===== src/rtl/guess_turn_if.sv =====
// Handshake bundle between the keypad decoders, the game core and the turn scheduler.
// The scheduler takes the slave side; whatever drives keys and core status takes master.
interface guess_turn_if;
  logic [7:0]  p1_key;
  logic        p1_valid;
  logic [7:0]  p2_key;
  logic        p2_valid;
  logic        game_rdy;
  logic        red_busy;
  logic        mistake;
  logic [2:0]  correct;
  logic [2:0]  incorrect;
  logic        game_end;
  logic [7:0]  guess;
  logic        p1_ack;
  logic        p2_ack;
  logic        active_player;
  logic        dup_reject;
  logic        turn_timeout;
  logic        proto_err;
  logic        game_over;
  logic [25:0] used_mask;

  modport master (
    output p1_key, p1_valid, p2_key, p2_valid, game_rdy, red_busy, mistake,
           correct, incorrect, game_end,
    input  guess, p1_ack, p2_ack, active_player, dup_reject, turn_timeout,
           proto_err, game_over, used_mask
  );

  modport slave (
    input  p1_key, p1_valid, p2_key, p2_valid, game_rdy, red_busy, mistake,
           correct, incorrect, game_end,
    output guess, p1_ack, p2_ack, active_player, dup_reject, turn_timeout,
           proto_err, game_over, used_mask
  );
endinterface


===== src/rtl/guess_turn_scheduler.sv =====
// Two-player turn scheduler: filters keypad letters, issues one-cycle guesses to the core,
// and hands the turn over on a miss or when the active player idles too long.
//
// state    | meaning
// S_WAIT   | waiting for the active player's key; turn timer runs here
// S_ISSUE  | accepted letter is driven on guess for one cycle
// S_BUSY   | waiting for the core to raise red_busy (2-cycle watchdog)
// S_RESULT | core comparing; mistake sampled as red_busy falls
module guess_turn_scheduler #(
  parameter int unsigned TURN_CYCLES = 50_000_000,
  parameter int unsigned TIMER_W     = 26
) (
  input logic        clk,
  input logic        rst,
  guess_turn_if.slave bus
);

  typedef enum logic [1:0] {
    S_WAIT   = 2'd0,
    S_ISSUE  = 2'd1,
    S_BUSY   = 2'd2,
    S_RESULT = 2'd3
  } state_t;

  state_t               state_q, state_d;
  logic [TIMER_W-1:0]   timer_q, timer_d;
  logic                 wd_q, wd_d;
  logic [25:0]          used_q, used_d;
  logic                 active_q, active_d;
  logic [7:0]           key_q, key_d;
  logic [7:0]           guess_q, guess_d;
  logic                 ack1_q, ack1_d;
  logic                 ack2_q, ack2_d;
  logic                 dup_q, dup_d;
  logic                 timeout_q, timeout_d;
  logic                 perr_q, perr_d;

  logic                 game_over;
  logic                 act_valid;
  logic [7:0]           act_key;
  logic                 legal;
  logic [4:0]           idx;
  logic                 take;
  logic                 accept;
  logic                 count_en;
  logic                 timer_tc;

  assign game_over = (bus.correct == 3'd5) || (bus.incorrect == 3'd6);

  assign act_valid = active_q ? bus.p2_valid : bus.p1_valid;
  assign act_key   = active_q ? bus.p2_key   : bus.p1_key;
  assign legal     = (act_key >= 8'h41) && (act_key <= 8'h5A);
  assign idx       = 5'(act_key - 8'h41);

  // idx is only meaningful for legal keys, so the used-bit lookup is gated by legal
  assign take     = (state_q == S_WAIT) && bus.game_rdy && act_valid && !game_over;
  assign accept   = take && legal && !used_q[idx];
  assign count_en = (state_q == S_WAIT) && bus.game_rdy && !game_over;
  assign timer_tc = (timer_q == TIMER_W'(TURN_CYCLES - 1));

  always_comb begin
    state_d   = state_q;
    timer_d   = timer_q;
    wd_d      = wd_q;
    used_d    = used_q;
    active_d  = active_q;
    key_d     = key_q;
    guess_d   = 8'h00;
    ack1_d    = 1'b0;
    ack2_d    = 1'b0;
    dup_d     = 1'b0;
    timeout_d = 1'b0;
    perr_d    = 1'b0;

    if (bus.game_end) begin
      state_d  = S_WAIT;
      timer_d  = '0;
      wd_d     = 1'b0;
      used_d   = '0;
      active_d = 1'b0;
    end else begin
      unique case (state_q)
        S_WAIT: begin
          // an accepted key outranks a timeout landing in the same cycle
          if (count_en) begin
            if (accept) begin
              timer_d = '0;
            end else if (timer_tc) begin
              timer_d   = '0;
              active_d  = ~active_q;
              timeout_d = 1'b1;
            end else begin
              timer_d = timer_q + TIMER_W'(1);
            end
          end
          if (take) begin
            ack1_d = ~active_q;
            ack2_d = active_q;
            if (accept) begin
              key_d       = act_key;
              used_d[idx] = 1'b1;
              state_d     = S_ISSUE;
            end else begin
              dup_d = 1'b1;
            end
          end
        end
        S_ISSUE: begin
          guess_d = key_q;
          wd_d    = 1'b0;
          state_d = S_BUSY;
        end
        S_BUSY: begin
          if (bus.red_busy) begin
            state_d = S_RESULT;
          end else if (wd_q) begin
            perr_d  = 1'b1;
            state_d = S_WAIT;
          end else begin
            wd_d = 1'b1;
          end
        end
        S_RESULT: begin
          if (!bus.red_busy) begin
            if (bus.mistake) begin
              active_d = ~active_q;
            end
            timer_d = '0;
            state_d = S_WAIT;
          end
        end
        default: state_d = S_WAIT;
      endcase
    end
  end

  always_ff @(posedge clk) begin
    if (rst) begin
      state_q   <= S_WAIT;
      timer_q   <= '0;
      wd_q      <= 1'b0;
      used_q    <= '0;
      active_q  <= 1'b0;
      key_q     <= 8'h00;
      guess_q   <= 8'h00;
      ack1_q    <= 1'b0;
      ack2_q    <= 1'b0;
      dup_q     <= 1'b0;
      timeout_q <= 1'b0;
      perr_q    <= 1'b0;
    end else begin
      state_q   <= state_d;
      timer_q   <= timer_d;
      wd_q      <= wd_d;
      used_q    <= used_d;
      active_q  <= active_d;
      key_q     <= key_d;
      guess_q   <= guess_d;
      ack1_q    <= ack1_d;
      ack2_q    <= ack2_d;
      dup_q     <= dup_d;
      timeout_q <= timeout_d;
      perr_q    <= perr_d;
    end
  end

  assign bus.guess         = guess_q;
  assign bus.p1_ack        = ack1_q;
  assign bus.p2_ack        = ack2_q;
  assign bus.active_player = active_q;
  assign bus.dup_reject    = dup_q;
  assign bus.turn_timeout  = timeout_q;
  assign bus.proto_err     = perr_q;
  assign bus.game_over     = game_over;
  assign bus.used_mask     = used_q;

endmodule


===== src/flat_wrapper.sv =====
// flat-port wrapper written by rule: the top's interface ports become plain ports
module guess_turn_scheduler_flat 
#(
  parameter int unsigned TURN_CYCLES = 50_000_000,
  parameter int unsigned TIMER_W     = 26
)
  (clk, rst, bus_p1_key, bus_p1_valid, bus_p2_key, bus_p2_valid, bus_game_rdy, bus_red_busy, bus_mistake, bus_correct, bus_incorrect, bus_game_end, bus_guess, bus_p1_ack, bus_p2_ack, bus_active_player, bus_dup_reject, bus_turn_timeout, bus_proto_err, bus_game_over, bus_used_mask);
  guess_turn_if bus_i ();
  input logic clk;
  input logic rst;
  input wire logic [$bits(bus_i.p1_key)-1:0] bus_p1_key;
  input wire logic [$bits(bus_i.p1_valid)-1:0] bus_p1_valid;
  input wire logic [$bits(bus_i.p2_key)-1:0] bus_p2_key;
  input wire logic [$bits(bus_i.p2_valid)-1:0] bus_p2_valid;
  input wire logic [$bits(bus_i.game_rdy)-1:0] bus_game_rdy;
  input wire logic [$bits(bus_i.red_busy)-1:0] bus_red_busy;
  input wire logic [$bits(bus_i.mistake)-1:0] bus_mistake;
  input wire logic [$bits(bus_i.correct)-1:0] bus_correct;
  input wire logic [$bits(bus_i.incorrect)-1:0] bus_incorrect;
  input wire logic [$bits(bus_i.game_end)-1:0] bus_game_end;
  output wire logic [$bits(bus_i.guess)-1:0] bus_guess;
  output wire logic [$bits(bus_i.p1_ack)-1:0] bus_p1_ack;
  output wire logic [$bits(bus_i.p2_ack)-1:0] bus_p2_ack;
  output wire logic [$bits(bus_i.active_player)-1:0] bus_active_player;
  output wire logic [$bits(bus_i.dup_reject)-1:0] bus_dup_reject;
  output wire logic [$bits(bus_i.turn_timeout)-1:0] bus_turn_timeout;
  output wire logic [$bits(bus_i.proto_err)-1:0] bus_proto_err;
  output wire logic [$bits(bus_i.game_over)-1:0] bus_game_over;
  output wire logic [$bits(bus_i.used_mask)-1:0] bus_used_mask;
  assign bus_i.p1_key = bus_p1_key;
  assign bus_i.p1_valid = bus_p1_valid;
  assign bus_i.p2_key = bus_p2_key;
  assign bus_i.p2_valid = bus_p2_valid;
  assign bus_i.game_rdy = bus_game_rdy;
  assign bus_i.red_busy = bus_red_busy;
  assign bus_i.mistake = bus_mistake;
  assign bus_i.correct = bus_correct;
  assign bus_i.incorrect = bus_incorrect;
  assign bus_i.game_end = bus_game_end;
  assign bus_guess = bus_i.guess;
  assign bus_p1_ack = bus_i.p1_ack;
  assign bus_p2_ack = bus_i.p2_ack;
  assign bus_active_player = bus_i.active_player;
  assign bus_dup_reject = bus_i.dup_reject;
  assign bus_turn_timeout = bus_i.turn_timeout;
  assign bus_proto_err = bus_i.proto_err;
  assign bus_game_over = bus_i.game_over;
  assign bus_used_mask = bus_i.used_mask;
  guess_turn_scheduler #(.TURN_CYCLES(TURN_CYCLES), .TIMER_W(TIMER_W)) u_core (.clk(clk), .rst(rst), .bus(bus_i));
endmodule

===== config.mk =====
export PLATFORM = sky130hd
export DESIGN_NAME = guess_turn_scheduler_flat
export DESIGN_NICKNAME = d
export VERILOG_FILES = /design/src/rtl/guess_turn_if.sv /design/src/rtl/guess_turn_scheduler.sv /design/src/flat_wrapper.sv
export SDC_FILE = /design/constraint.sdc
export NUM_CORES = 1
export LEC_CHECK = 0
export CAP_MARGIN = 15
export CORE_MARGIN = 4
export CORE_UTILIZATION = 60
export DETAILED_ROUTE_END_ITERATION = 16
export DONT_BUFFER_PORTS = 1
export GPL_ROUTABILITY_DRIVEN = 0
export PLACE_DENSITY = 0.8
export REMOVE_ABC_BUFFERS = 1
export SYNTH_ARGS = -nofsm -noshare
export SYNTH_HDL_FRONTEND = slang
export SYNTH_SLANG_ARGS = --single-unit

===== constraint.sdc =====
create_clock -name clk -period 10.1 [get_ports clk]
set_clock_uncertainty 0.15 [all_clocks]
set_input_delay 1.515 -clock clk [delete_from_list [all_inputs] [get_ports clk]]
set_output_delay 1.515 -clock clk [all_outputs]
set_load 0.02 [all_outputs]

# Yosys cells after proc, flatten, opt, wreduce, memory -nomap -nowiden
# Cells that the tools add are included.
# classes
muxes,28
eq_ne,15
reduce_logical,25
order_cmp,4
add_sub_neg,2
bitwise_logic,8
n_shift,0
multipliers,0
div,0
# op_table
cell,n
$mux W26,4
$pmux W26 S2,1
$add A26 B1 Y26 const B,1
$eq A26 B26 Y1 const B,1
$or A26 B26 Y26,1
$mux W1,12
$mux W2,5
$ge A8 B7 Y1 const B,1
$le A8 B7 Y1 const B,1
$logic_and A1 B1 Y1,8
$mux W8,1
$ne A2 B1 Y1 const B,4
$ne A2 B2 Y1 const B,4
$pmux W2 S4,1
$reduce_and A4 Y1,2
$reduce_or A4 Y1,2
$not A1 Y1,7
$eq A3 B3 Y1 const B,2
$lt A5 B6 Y1 const B,1
$reduce_and A3 Y1,2
$reduce_and A6 Y1,1
$bmux W1 S5,1
$demux W1 S5,1
$ge A5 B1 Y1 const B,1
other kinds (13),17
# word_totals
n_memories,0
reg_bits,77
word_cells,94
mem_bits_rw,0
latchBits,0
rom_bits,0
out_inout_bits,41
inputBits,30

# Depth between registers and ports, before layout
# Gate-level depths: netlist (run 1).
# logic_depth
word_depth,9
depth_mapped,12
depth_no_buf,9

# Least setup slack after synthesis (run 1)
# Ideal clock, no wire load.
# synth_path
path_kind,input to register
start,in bus_p2_key[0]
end,reg u_core.timer_q[17]
setup_time_ns,0.122
required_time_ns,9.828
path_buffers,3
arrival_time_ns,4.139
cell_stages,11
path_slack_ns,5.690
path_cell_list,mux2i_1 -> buf_4 -> ha_1 -> clkbuf_1 -> nand3_1 -> xor2_1 -> a31oi_1 -> a2111oi_4 -> nor3_1 -> buf_2 -> a221o_1
# synth_between
elab_chain_cells,9
word_cells_on_any_way,13
classes_between,add/sub (1); order compare (2); mux (6); reduce/logical (4)
# synth_lines
element,line_no,text
from (decl),flat_wrapper.sv:13,input wire logic [$bits(bus_i.p2_key)-1:0] bus_p2_key;
$mux W8 (*),guess_turn_scheduler.sv:51,assign act_key = active_q ? bus.p2_key : bus.p1_key;
$sub A5 B1 Y5,guess_turn_scheduler.sv:53,assign idx = 5'(act_key - 8'h41);
$bmux W1 S5,guess_turn_scheduler.sv:57,assign accept = take && legal && !used_q[idx];
$mux W1 (not written as such),guess_turn_scheduler.sv:57,
$logic_not A1 Y1,guess_turn_scheduler.sv:57,
$logic_and A1 B1 Y1 (*),guess_turn_scheduler.sv:57,
$mux W26 (*),guess_turn_scheduler.sv:86,if (accept) begin
$mux W26 (*),guess_turn_scheduler.sv:85,if (count_en) begin
$pmux W26 S2 (*),guess_turn_scheduler.sv:82,unique case (state_q)
to (signal assigned),guess_turn_scheduler.sv:153,timer_q <= timer_d;
to (decl),guess_turn_scheduler.sv:26,"logic [TIMER_W-1:0] timer_q, timer_d;"
# Mark *: on every way between the ends. The rest lies on a longest branch, timed or not. The select of a mux whose other input is x is not followed.
# A chain may end at the register's enable or synchronous reset.

# Final worst setup path (run 1)
# layout_path
start,in bus_p2_key[0]
end,reg u_core.timer_q[13]
# The elaborated chain is that of the path after synthesis.

==> flow_summary.toml, run 1 <==
[grt]
overflow = 0
grt_antenna_before_repair = 0
grt_start_max_net_pins = 42
grt_pass1_vias = 2720
grt_pass1_wl_um = 13300
grt_usage_pct = 22.6

[clock_network]
cts_root_buf = "clkbuf_8"
ctsHoldBuffers = 0
ctsResizeCount = 0
worstSkewPairLatency_ns = 0.35
cts-buffers-inserted = 9
cts_setup_buffers = 0
clk_pin_slew_ns = 0.07
htreeDepth = 3
cts_sinks = 77
clockBufferDepth = 2
cts_tree = "done"

[synthesis]
synth_xor_area_share_pct = 3.63
syn_inst = 401
synth_top_family_by_area = "simple AND/OR/NAND/NOR gates"
yosysSeqAreaShare_pct = 42.6
synthMuxAreaShare_pct = 6.30
yosysTopAreaCellShare_pct = 42.6
ys_ff_latch = 77
synth_area_leaders = "dfxtp_1 (43%), nor2_1 (5.9%), a31oi_1 (4.8%)"
synth_area_leader_cell = "dfxtp_1"
synth-simple-area-share_pct = 24.4
synthAdderAreaFrac_pct = 2.77
synth-async-reset-ratio_pct = 0
syn_area_sq_um = 3610
synth-compound-area-share_pct = 17.2
yosys_warnings = 0
syn_avg_cell_area_sq_um = 9.01
synth-main-ff-cell = "dfxtp_1"
yosysUniqueCellTypes = 50
synth-edff-count = 0

[cells_and_area]
fin_cells = 474
drive_above_1_share_pct = 7.02
fillCellCount = 481
fin_nets = 433
synthToLayoutAreaGrowth_pct = 5.99
antenna_cells = 0

[timing]
min_period_over_period_pct = 51.2
fmax_ghz = 0.194
fin_hold_ws_ns = 0.304
tightest_slew_ns = 1.07
relSlewSlack_pct = 27.2
period_minus_slack_ns = 5.17
tns_ns = 0
hold_viol = 0
setup_viol = 0
rsz0062_at_grt = "no"
finalMaxSlewViolations = 0

[placed_design]
dp_cells = 459
io_buffers = 0
dpl.hpwl_um = 5900

[power_and_ir_drop]
power_switching_share_pct = 23.2
powerDensity_nw_per_um2 = 147
comb_power_share_pct = 6.0
pwr-share-seq_pct = 54.1
p_switching_mw = 0.131
clkPwrFrac_pct = 40.0
p_leak_nw = 1.36
vdd_drop_max_uv = 97.4
internal_power_mw = 0.433

[drt]
drt-initial-drc-count = 266
drc_errors = 0
num_vias = 3096
firstDrtPassIters = 5
post_drt_wl_per_cell_um = 17.2
drtAntennaViolNets = 0
vias_per_cell = 6.53
routed_wl_um = 8160

[hold_path]
whs_path_depth = 1
hold_path.class = "reg2reg"

[setup_path]
arrival_ns = 5.26
critical_path.max_fanout = 20
rr_worst_depth = 10
cp-end-kind = "flop"
path_class = "in2reg"
worst_setup_path_start_kind = "input port"
cp.required_ns = 10.19

[status]
status = "finished, final reports clean"

[floorplan]
dieArea_sq_um = 7330
initial_utilization_pct = 61.4
chipWidth_um = 85.6
core-area_sq_um = 5890
die_y_um = 85.6
rows = 28
io_pins = 71

[job]
max_cap_viol_count = 0
## cells in the mapped netlist, types with 3 or more instances
library cell and instances:
nand3b_1 3, mux4_2 6, xor2_1 8, and3_1 9, nand2_1 21, dfxtp_1 77, nand3_1 16, inv_1 7
or3_1 3, and2_1 13, nand2b_1 4, a211oi_1 5, a31oi_1 28, and4_1 3, o21ai_0 6, nor4_1 6
buf_2 3, clkbuf_1 13, a21o_1 4, o2bb2ai_1 3, xnor2_1 7, ha_1 8, nor3_1 17, a21oi_1 17
nor2_1 57, nor3b_1 3, buf_4 3, a22o_1 4, mux2i_1 7, nand4_1 10, a41oi_1 4, a221o_1 5
## state kept, by name (all words and copies together) (netlist names)
register,count
u_core.bus.used_mask,26
u_core.bus.proto_err,1
u_core.bus.p2_ack,1
u_core.timer_q,26
u_core.wd_q,1
u_core.bus.guess,8
u_core.bus.turn_timeout,1
u_core.state_q,2
u_core.key_q,8
u_core.bus.p1_ack,1
u_core.bus.dup_reject,1
u_core.bus.active_player,1
## worst max-delay path: stages
cell	delay [ns]
mux2i_2	0.82
ha_1	0.38
inv_1	0.24
mux4_2	0.36
nand2_1	0.09
a31oi_1	0.16
a2111oi_4	1.00
nor3_1	0.14
buf_4	0.23
a221o_1	0.32
## metal layers
| layer | global-route usage (%) | routed length [um] |
|---|---|---|
| met3 | 6.72 | 691 |
| met5 | 0 | 0 |
| met2 | 33.3 | 3620 |
| met1 | 31.4 | 3700 |
| met4 | 7.91 | 142 |
## area by class of cell
type / instances / area, sq um / area share (%)
Multi-Input combinational cell: 298 / 1960 / 51.3
Sequential cell: 77 / 1540 / 40.2
Clock buffer: 11 / 141 / 3.69
Tap cell: 75 / 93.8 / 2.45
Clock inverter: 4 / 48.8 / 1.27
Inverter: 7 / 26.3 / 0.686
Timing Repair Buffer: 2 / 15.0 / 0.392
## layout by cell type (no fill, tap or decap), types with 2 or more instances in the layout
cell | synthesis | routed
a21o_1 | 4 | 4
nand3_1 | 16 | 16
xor2_1 | 8 | 8
nor3_1 | 17 | 17
nand3b_1 | 3 | 3
a221o_1 | 5 | 5
nor2_1 | 57 | 57
nor4_1 | 6 | 6
clkbuf_8 | 0 | 10
a211oi_1 | 5 | 5
mux2_2 | 2 | 2
and2_1 | 13 | 13
a41oi_1 | 4 | 4
xnor2_1 | 7 | 7
nand2_1 | 21 | 21
and3_1 | 9 | 9
dfxtp_1 | 77 | 77
a22o_1 | 4 | 4
a21oi_1 | 17 | 17
mux4_2 | 6 | 6
nor4b_1 | 2 | 2
buf_4 | 3 | 2
and4_1 | 3 | 3
nand4_1 | 10 | 10
nand2b_1 | 4 | 4
clkinv_2 | 0 | 2
inv_1 | 7 | 7
a31oi_1 | 28 | 28
or4b_1 | 2 | 2
o2bb2ai_1 | 3 | 3
nor3b_1 | 3 | 3
ha_1 | 8 | 8
or3_1 | 3 | 3
o21ai_0 | 6 | 6
mux2i_1 | 7 | 6
## path summary, 6_finish.rpt
path                                endpoint                             startpoint  slack [ns]
max          u_core.timer_q[13]$_SDFFE_PP0P_                          bus_p2_key[0]        4.93
min           u_core.bus.guess[7]$_SDFF_PP0_           u_core.key_q[7]$_SDFFE_PP0P_        0.30
min reg2reg   u_core.bus.guess[7]$_SDFF_PP0_           u_core.key_q[7]$_SDFFE_PP0P_        0.30
max reg2reg  u_core.timer_q[13]$_SDFFE_PP0P_  u_core.bus.active_player$_SDFFE_PP0P_        5.15
## cell families after synthesis
kind of cell / after synthesis
xor gates and xnor gates: 15
DFF: 77
buffers and inverters: 26
and+or+nand+nor: 173
AOI/OAI and AO/OA: 87
adders and majority gates: 8
muxes: 15
## power by group through the flow
stage | Combinational [mW] | Sequential (mW) | Clock, mW
after global placement | 0.0323 | 0.312 | 0
after global routing | 0.0368 | 0.305 | 0.243
after detailed placement | 0.0330 | 0.312 | 0
final | 0.0336 | 0.305 | 0.225
after floorplan | 0.0251 | 0.312 | 0
after CTS | 0.0331 | 0.305 | 0.230
## stage by stage
stage                     setup slack, ns  util, %  power [mW]  instance area [sq um]
after floorplan                      4.08        -       0.337                   3530
after global placement               4.75     61.9       0.344                   3640
after detailed placement             4.56     61.9       0.345                   3640
after CTS                            4.92     65.1       0.568                   3830
after global routing                 4.62     65.1       0.585                   3830
final                                4.93     65.1       0.564                   3830
(Power assumes the default switching activity.)
==> inputs of run 2 (changes only) <==
--- a/config.mk
+++ b/config.mk
@@ -7,11 +7,11 @@
 export LEC_CHECK = 0
 export CAP_MARGIN = 15
 export CORE_MARGIN = 4
-export CORE_UTILIZATION = 60
+export CORE_UTILIZATION = 57
 export DETAILED_ROUTE_END_ITERATION = 16
 export DONT_BUFFER_PORTS = 1
 export GPL_ROUTABILITY_DRIVEN = 0
-export PLACE_DENSITY = 0.8
+export PLACE_DENSITY = 0.79
 export REMOVE_ABC_BUFFERS = 1
 export SYNTH_ARGS = -nofsm -noshare
 export SYNTH_HDL_FRONTEND = slang
==> constraint.sdc (replaced) <==
create_clock -name clk -period 4.5 [get_ports clk]
set_clock_uncertainty 0.15 [all_clocks]
set_input_delay 0.675 -clock clk [delete_from_list [all_inputs] [get_ports clk]]
set_output_delay 0.675 -clock clk [all_outputs]
set_load 0.02 [all_outputs]
==> run 2 against run 1 <==
  * Clock-buffer cell count down 1
  * Via count up 0.55%
  * Largest cell class unchanged
  * Global-route usage down 0.25 points
  * Non-clock buffer count up 3
  * Cell area up 1.5%
  * Critical path depth unchanged
  * Hold slack worse by 0.081 ns
  * Critical endpoint is now u_core.timer_q[2]$_SDFFE_PP0P_
==> flow_summary.toml, run 2 (synthesized netlist as in run 1, its figures left out) <==
[drt]
top_layer = "met4"
post_drt_wl_per_cell_um = 17.7
drt-initial-drc-count = 255
routed-wl-met3_um = 745
met2WireLength_um = 3950
routed_wl_um = 8440
firstDrtPassIters = 5
drtAntennaViolNets = 0
vias_per_cell = 6.51
drc_errors = 0
num_vias = 3113
wl_met1_um = 3630

[grt]
grt_pass1_vias = 2720
grt_start_max_net_pins = 45
grt_pass1_wl_um = 13500
grt_antenna_before_repair = 0
grt_usage_pct = 22.3
overflow = 0

[floorplan]
initial_utilization_pct = 60.0
io_pins = 71
die_y_um = 87.6
chipWidth_um = 87.6
dieArea_sq_um = 7680
core-area_sq_um = 6030
rows = 28

[setup_path]
path_buf_inv = 2
reg2reg_slack_ns = 0.86
cp_slowest_stage_delay_ns = 0.61
path_class = "reg2reg"
arrival_ns = 3.70
cp.required_ns = 4.56
cp-end-kind = "flop"
critical_path.max_fanout = 11
critPathSlowestCell = "a2111o_1"
worst_setup_path_start_kind = "flop"
cp_top_family = "compound AO/OA/AOI/OAI gates"
path_cells = "mux2i_1 -> buf_4 -> ha_1 -> inv_1 -> mux4_2 -> nand2_1 -> a31oi_1 -> a2111o_1 -> a21oi_1 -> nor3_1"

[cells_and_area]
stdcell_area_sq_um = 3890
fin_cells = 478
fin_nets = 436
layout_commonest_cell = "dfxtp_1"
layout_common_cells = "dfxtp_1 (77), nor2_1 (57), a31oi_1 (28), nand2_1 (21)"
post-route-util_pct = 64.5
antenna_cells = 0
synthToLayoutAreaGrowth_pct = 7.55
drive_above_1_share_pct = 8.19

[power_and_ir_drop]
pwr-share-seq_pct = 50.8
p_leak_nw = 1.39
comb_power_share_pct = 5.8
p_switching_mw = 0.314
vdd_drop_max_uv = 235
clkPwrFrac_pct = 43.4
internal_power_mw = 1.03
powerDensity_nw_per_um2 = 346
power_switching_share_pct = 23.3

[timing]
setup_viol = 0
hold_viol = 0
min_period_over_period_pct = 80.8
period_minus_slack_ns = 3.64
fin_hold_ws_ns = 0.223
fmax_ghz = 0.275
rsz0062_at_grt = "no"
tightest_slew_ns = 1.02
relSlewSlack_pct = 31.4
finalMaxSlewViolations = 0

[clock_network]
htreeDepth = 3
ctsHoldBuffers = 0
cts_sinks = 77
cts_tree = "done"
ctsResizeCount = 0
clockBufferDepth = 2
worstSkewPairLatency_ns = 0.36
cts-buffers-inserted = 9
clk_pin_slew_ns = 0.08
cts_setup_buffers = 0
cts_root_buf = "clkbuf_8"

[placed_design]
dpl.hpwl_um = 6080
dp_cells = 462
io_buffers = 0
dpl_cell_area_sq_um = 3660

[job]
max_cap_viol_count = 0

[hold_path]
hold_path.class = "in2reg"

[status]
status = "finished, final reports clean"
run 2: cell types whose count changed in the layout (fill, tap and decap cells not counted):
cell | previous run | this run
bufinv_16 | 1 | 2
clkbuf_1 | 1 | 0
buf_4 | 2 | 5
clkinvlp_4 | 0 | 1
run 2: area by class of cell:
| cell class | count | area (sq um) |
|---|---|---|
| Sequential cell | 77 | 1540 |
| Clock inverter | 6 | 86.3 |
| Timing Repair Buffer | 5 | 37.5 |
| Fill cell | 498 | 2140 |
| Inverter | 7 | 26.3 |
| Multi-Input combinational cell | 298 | 1960 |
| Clock buffer | 10 | 138 |
| Tap cell | 75 | 93.8 |
run 2: worst register-to-register path, delay by kind of cell (launching register included):
kind	cells	cell delay (ns)
and+or+nand+nor	2	0.19
adders and majority gates	1	0.23
DFF	1	0.59
buffers and inverters	2	0.41
AOI/OAI and AO/OA	3	1.32
muxes	2	0.61
run 2: routing by layer:
metal  vias to the layer above  global-route usage [%]
met5                         -                       0
met4                         0                    7.11
met3                        15                    5.83
met2                       148                    35.0
met1                      1461                    30.1
li1                       1489                       -
run 2: power groups by stage:
stage / Sequential [mW] / Clock [mW] / Combinational [mW]
2_1_floorplan: 0.700 / 0 / 0.0563
3_5_place_dp: 0.700 / 0 / 0.0763
5_1_grt: 0.684 / 0.621 / 0.0848
6_report: 0.684 / 0.584 / 0.0777
3_3_place_gp: 0.700 / 0 / 0.0744
4_1_cts: 0.684 / 0.592 / 0.0769
run 2: per-stage QoR:
| stage | setup TNS (ns) | power, mW | setup slack, ns |
|---|---|---|---|
| 3_5_place_dp | 0 | 0.776 | 0.867 |
| 3_3_place_gp | 0 | 0.774 | 1.01 |
| 5_1_grt | 0 | 1.39 | 0.546 |
| 6_report | 0 | 1.35 | 0.863 |
| 2_1_floorplan | -15.33 | 0.756 | -0.786 |
| 4_1_cts | 0 | 1.35 | 0.848 |
run 2: final timing paths:
check / startpoint / endpoint / cells past startpoint
hold reg to reg: u_core.key_q[7]$_SDFFE_PP0P_ / u_core.bus.guess[7]$_SDFF_PP0_ / 1
setup / recovery: u_core.bus.active_player$_SDFFE_PP0P_ / u_core.timer_q[2]$_SDFFE_PP0P_ / 10
setup reg to reg: u_core.bus.active_player$_SDFFE_PP0P_ / u_core.timer_q[2]$_SDFFE_PP0P_ / 10
hold / removal: rst / u_core.key_q[1]$_SDFFE_PP0P_ / 1
